$ cat src/rtl/soc_dac_capture.sv
// Triggered capture buffer for the core DAC output stream.
// Keeps PRE samples of history ahead of a trigger and DEPTH-PRE samples from the
// trigger onward. The capture is read back oldest-first once it is complete.
module soc_dac_capture #(
    parameter int unsigned DATA_W = 8,
    parameter int unsigned DEPTH  = 256,
    parameter int unsigned PRE    = 64,
    localparam int unsigned AW    = $clog2(DEPTH)
) (
    input  logic              core_clk,
    input  logic              core_reset,
    input  logic [DATA_W-1:0] sample_in,
    input  logic              sample_valid,
    input  logic              arm,
    input  logic              abort,
    input  logic [1:0]        trig_mode,
    input  logic [DATA_W-1:0] trig_value,
    input  logic              trig_ext,
    input  logic [AW-1:0]     rd_addr,
    output logic [DATA_W-1:0] rd_data,
    output logic              armed,
    output logic              triggered,
    output logic              done
);

    localparam int unsigned CW        = AW + 1;
    localparam int unsigned POST_N    = DEPTH - PRE;
    localparam logic [CW-1:0] PRE_LAST  = CW'(PRE - 1);
    localparam logic [CW-1:0] POST_LAST = CW'(POST_N - 1);
    localparam logic [AW-1:0] PRE_OFF   = AW'(PRE);

    typedef enum logic [2:0] {
        StIdle,
        StPrefill,
        StWaitTrig,
        StPost,
        StDone
    } state_e;

    state_e            state_q, state_d;
    logic [AW-1:0]     wr_ptr_q, wr_ptr_d;
    logic [AW-1:0]     start_ptr_q, start_ptr_d;
    logic [CW-1:0]     cnt_q, cnt_d;
    logic [DATA_W-1:0] prev_q, prev_d;
    logic              trig_q, trig_d;
    logic [DATA_W-1:0] rd_q;
    logic              wr_en;
    logic              trig_hit;
    logic [AW-1:0]     rd_idx;

    logic [DATA_W-1:0] mem [DEPTH];

    // Trigger condition for the sample currently on sample_in.
    always_comb begin
        trig_hit = 1'b0;
        unique case (trig_mode)
            2'b00: trig_hit = 1'b1;
            2'b01: trig_hit = (sample_in == trig_value);
            2'b10: trig_hit = (prev_q <= trig_value) && (sample_in > trig_value);
            2'b11: trig_hit = trig_ext;
        endcase
    end

    // Next-state logic: abort wins over arm and trigger.
    always_comb begin
        state_d     = state_q;
        wr_ptr_d    = wr_ptr_q;
        start_ptr_d = start_ptr_q;
        cnt_d       = cnt_q;
        prev_d      = prev_q;
        trig_d      = trig_q;
        wr_en       = 1'b0;
        if (abort) begin
            state_d = StIdle;
            trig_d  = 1'b0;
        end else begin
            unique case (state_q)
                StIdle, StDone: begin
                    if (arm) begin
                        state_d  = StPrefill;
                        wr_ptr_d = '0;
                        cnt_d    = '0;
                        trig_d   = 1'b0;
                    end
                end
                StPrefill: begin
                    if (sample_valid) begin
                        wr_en    = 1'b1;
                        wr_ptr_d = wr_ptr_q + AW'(1);
                        prev_d   = sample_in;
                        if (cnt_q == PRE_LAST) begin
                            state_d = StWaitTrig;
                            cnt_d   = '0;
                        end else begin
                            cnt_d = cnt_q + CW'(1);
                        end
                    end
                end
                StWaitTrig: begin
                    if (sample_valid) begin
                        wr_en    = 1'b1;
                        wr_ptr_d = wr_ptr_q + AW'(1);
                        prev_d   = sample_in;
                        if (trig_hit) begin
                            // Oldest retained sample sits PRE writes behind the trigger.
                            start_ptr_d = wr_ptr_q - PRE_OFF;
                            trig_d      = 1'b1;
                            cnt_d       = CW'(1);
                            state_d     = (POST_LAST == '0) ? StDone : StPost;
                        end
                    end
                end
                StPost: begin
                    if (sample_valid) begin
                        wr_en    = 1'b1;
                        wr_ptr_d = wr_ptr_q + AW'(1);
                        prev_d   = sample_in;
                        if (cnt_q == POST_LAST) begin
                            state_d = StDone;
                        end else begin
                            cnt_d = cnt_q + CW'(1);
                        end
                    end
                end
                default: state_d = StIdle;
            endcase
        end
    end

    // Control/status registers with synchronous active-low reset.
    always_ff @(posedge core_clk) begin
        if (!core_reset) begin
            state_q     <= StIdle;
            wr_ptr_q    <= '0;
            start_ptr_q <= '0;
            cnt_q       <= '0;
            prev_q      <= '0;
            trig_q      <= 1'b0;
        end else begin
            state_q     <= state_d;
            wr_ptr_q    <= wr_ptr_d;
            start_ptr_q <= start_ptr_d;
            cnt_q       <= cnt_d;
            prev_q      <= prev_d;
            trig_q      <= trig_d;
        end
    end

    // Sample storage; contents are not reset.
    always_ff @(posedge core_clk) begin
        if (core_reset && wr_en) begin
            mem[wr_ptr_q] <= sample_in;
        end
    end

    assign rd_idx = start_ptr_q + rd_addr;

    // Registered readout relative to the oldest captured sample.
    always_ff @(posedge core_clk) begin
        if (!core_reset) begin
            rd_q <= '0;
        end else begin
            rd_q <= mem[rd_idx];
        end
    end

    assign rd_data   = (state_q == StDone) ? rd_q : '0;
    assign armed     = (state_q == StPrefill) || (state_q == StWaitTrig) || (state_q == StPost);
    assign triggered = trig_q;
    assign done      = (state_q == StDone);

endmodule

$ cat config.mk
export PLATFORM = sky130hd
export DESIGN_NAME = soc_dac_capture
export DESIGN_NICKNAME = d
export VERILOG_FILES = /design/src/rtl/soc_dac_capture.sv
export SDC_FILE = /design/constraint.sdc
export NUM_CORES = 2
export LEC_CHECK = 0
export CORE_AREA = 2 2 487 489
export CTS_CLUSTER_DIAMETER = 200
export DETAILED_ROUTE_END_ITERATION = 16
export DIE_AREA = 0 0 489 491
export DONT_BUFFER_PORTS = 1
export HOLD_SLACK_MARGIN = 0.1
export SYNTH_ARGS = -nofsm -noshare
export SYNTH_HDL_FRONTEND = slang
export SYNTH_SLANG_ARGS = --single-unit
$ cat constraint.sdc
create_clock -name core_clk -period 8.6 [get_ports core_clk]
set_clock_uncertainty 0.2 [all_clocks]
set_input_delay 1.29 -clock core_clk [delete_from_list [all_inputs] [get_ports core_clk]]
set_output_delay 1.29 -clock core_clk [all_outputs]
set_load 0.05 [all_outputs]
==> results by group <==
Setup path
  – Buffers & Inverters on Critical Path: 1
  – Setup CP Type: in -> reg
  – CP delay by family, top: simple AND/OR/NAND/NOR gates
  – Crit path cell chain: ha_1, o21ai_0, nor2_1, or2_4, buf_4, mux2i_1, o22ai_1, nor3_1, o22ai_1, or4_1
  – Slowest cell delay on critical path: 0.84 ns
  – WP data arrival: 5.94 ns
  – Critical path fanouts, max: 35
  – Setup crit end kind: register
  – Required @ worst endpoint: 9.11 ns
  – Most used cell, CP: o22ai_1
  – Slowest stage cell, crit path: nor3_1
  – Setup crit start kind: input port

Synthesis
  – Yosys reg bits: 2093
  – Avg Synthesized Cell Area: about 21 um2
  – Cells after synthesis: between 3k and 4k
  – Synth async-reset ratio: 0%
  – Synth Net Count: 3968
  – Top FF cell, synth: edfxtp_1
  – Post-synth EDFFs: 2048
  – Distinct cell type count after synthesis: 63
  – Post-synthesis instance area: approximately 80000 um2
  – Sequential area share after synthesis: 76.2%
  – Ys Warns: 0

Clocking
  – Hold_buf cts: 0
  – CTS resizes: 0
  – TritonCTS buffer count: 202
  – Clk sink count: 2093
  – CTS tree: done
  – CTS root buf: clkbuf_16
  – Worst-Skew Late Latency: 0.84 ns
  – Longest Clk Path Bufs: 3
  – Clock transition at path regs: 0.06 ns
  – H-tree levels: 4
  – # Post-CTS Setup Buffers: 0

Finish
  – Synth-to-Final Area Change: 12.5%
  – Final nets: 4024
  – Share of cells above drive strength 1: between 20% and 30%
  – Final cell count without fillers: 7285

STA
  – Final setup TNS: 0 ns
  – RSZ-0062 raised after global routing: false
  – Least-Margin Pin Slew: ~1.2 ns
  – Setup violators final: 0
  – Period utilization: between 60% and 70%
  – Final Max Slew Viols: 0
  – Final hold violations: 0
  – Max Freq: 184 MHz
  – Worst hold slack: 0.275 ns
  – Min Tclk post-route: approximately 5.4 ns
  – Max-slew headroom: 20.3%

Floorplan
  – Rows: 178
  – Ports: 43
  – Core Footprint: about 230000 um2
  – Die area: 240000 um2
  – Die X: just under 500 um
  – Die extent in y: roughly 490 um
  – Starting Density: about a third

Pwr
  – Pwr Density: 226 nW/um2
  – VDD IR max: approximately 0.21 mV
  – Leak Pwr: 28.1 nW
  – Clock power share: 42.3%
  – Pint: 16.5 mW
  – Sequential power share: 53.8%
  – Reported net switching power: approximately 4.4 mW
  – Net Sw Frac: 20.9%
  – Comb power frac: 4.0%

Drt
  – DRT Wirelength: 202000 um
  – Drt first-iter violations: 4324
  – DRC Markers: 0
  – Per-cell routed wire length: about 28 um
  – Post-route ant nets: 0
  – Pre-Repair DR Iteration Count: 6
  – Vias: just under 40k
  – Vias/cell: 5.35

Flow run
  – # Max-Cap Violations: 0

Run status
  – Run status: complete, no violations

Place
  – DP Cell Count: 6905
  – Dpl hpwl: approximately 110000 um
  – PortBufs: 0
  – GPL Wtd Cong: 0.796

GRT
  – Overflow after GRT: 0
  – Antenna violations before repair: 5
  – Total GRT Usage: 16.7%
  – Largest net degree at the start of global routing: 259
  – Vias in the first global route: 39.3k
  – First-pass GRT wire length: between 200000 and 300000 um

Min path
  – Hold Path Class: reg -> reg
power groups by stage:
stage	Combinational, mW	Sequential [mW]	Clock (mW)
3_3_place_gp	0.838	11.4	0
2_1_floorplan	0.557	11.4	0
4_1_cts	0.841	11.2	8.95
5_1_grt	0.873	11.2	9.32
3_5_place_dp	0.839	11.4	0
6_report	0.831	11.2	8.81
placed cells by master, fill, tap and decap left out, types with 31 or more instances in the layout:
cell type,instances
clkinv_2,43
clkinv_1,45
clkbuf_16,205
mux2i_1,62
clkbuf_1,42
a21oi_1,43
o21ai_0,35
ha_1,31
nor2_1,309
edfxtp_1,2048
nand2_1,243
dfxtp_1,45
mux4_2,578
nand3_1,33
buf_4,52
final timing paths:
path | depth (start not counted) | end | slack, ns | startpoint
setup / recovery | 10 | rd_q[5] | 3.17 | rd_addr[2]
hold / removal | 2 | start_ptr_q[2] | 0.27 | start_ptr_q[2]
setup reg to reg | 10 | rd_q[5] | 3.30 | start_ptr_q[2]
hold reg to reg | 2 | start_ptr_q[2] | 0.27 | start_ptr_q[2]
area by class of cell:
cell class,instances,area (um2)
timing repair buffer,64,631
antenna,3,7.51
tap,3150,3940
inverter,17,63.8
fill,20647,142000
clock inverter,127,1200
sequential,2093,62400
clock buffer,250,5330
multi-input combinational,1581,18600
per-layer routing:
metal / vias up / track usage, % / wire length (um)
met5: - / 0 / 13
met2: 1499 / 26.6 / 97700
li1: 16269 / - / -
met1: 20938 / 23.3 / 84600
met4: 2 / 4.51 / 5130
met3: 251 / 3.31 / 14800
Yosys cell counts (11+ instances only):
master	instances	area (um2)
a21oi_1	43	215
nand4_1	11	68.8
buf_1	14	52.6
ha_1	32	400
clkbuf_1	116	435
edfxtp_1	2048	61500
dfxtp_1	45	901
inv_1	16	60.1
nand3_1	37	185
mux4_2	578	13000
o22ai_1	27	169
buf_6	14	158
nor3_1	16	80.1
mux2_2	11	124
nor2_1	311	1170
a32oi_1	18	158
mux2i_1	62	621
o21ai_0	35	175
and3_1	21	131
nand2_1	247	927
and2_1	11	68.8
buf_2	58	290
registers in the layout (all words and copies together) (netlist names):
register,count
start_ptr_q,8
prev_q,8
state_q,3
rd_q,8
wr_ptr_q,8
triggered,1
mem,2048
cnt_q,9
worst reg2reg max path, stage by stage (launching register included):
cell and delay [ns]:
dfxtp_1 0.32, ha_1 0.51, o21ai_0 0.16, nor2_1 0.23
or2_4 0.76, buf_4 0.65, mux2i_1 0.41, o22ai_1 0.17
nor3_1 0.84, o22ai_1 0.34, or4_1 0.59
metrics by stage:
stage	total power [mW]	cell area [um2]	setup slack, ns	util (%)
2_1_floorplan	12.0	81900	3.95	-
3_3_place_gp	12.3	85600	2.27	36.5
3_5_place_dp	12.3	85600	2.31	36.5
4_1_cts	21.0	92100	3.22	39.3
5_1_grt	21.4	92100	3.15	39.3
6_report	20.9	92100	3.17	39.3
cell families after synthesis:
logic type	count (synthesis)	share of synthesized area (%)
buffers and inverters	229	1.31
muxes	651	16.8
xor gates and xnor gates	13	0.139
AOI/OAI and AO/OA	189	1.51
DFF	2093	76.2
adders and majority gates	33	0.513
and+or+nand+nor	695	3.57
Power figures use the tool's default switching activity.
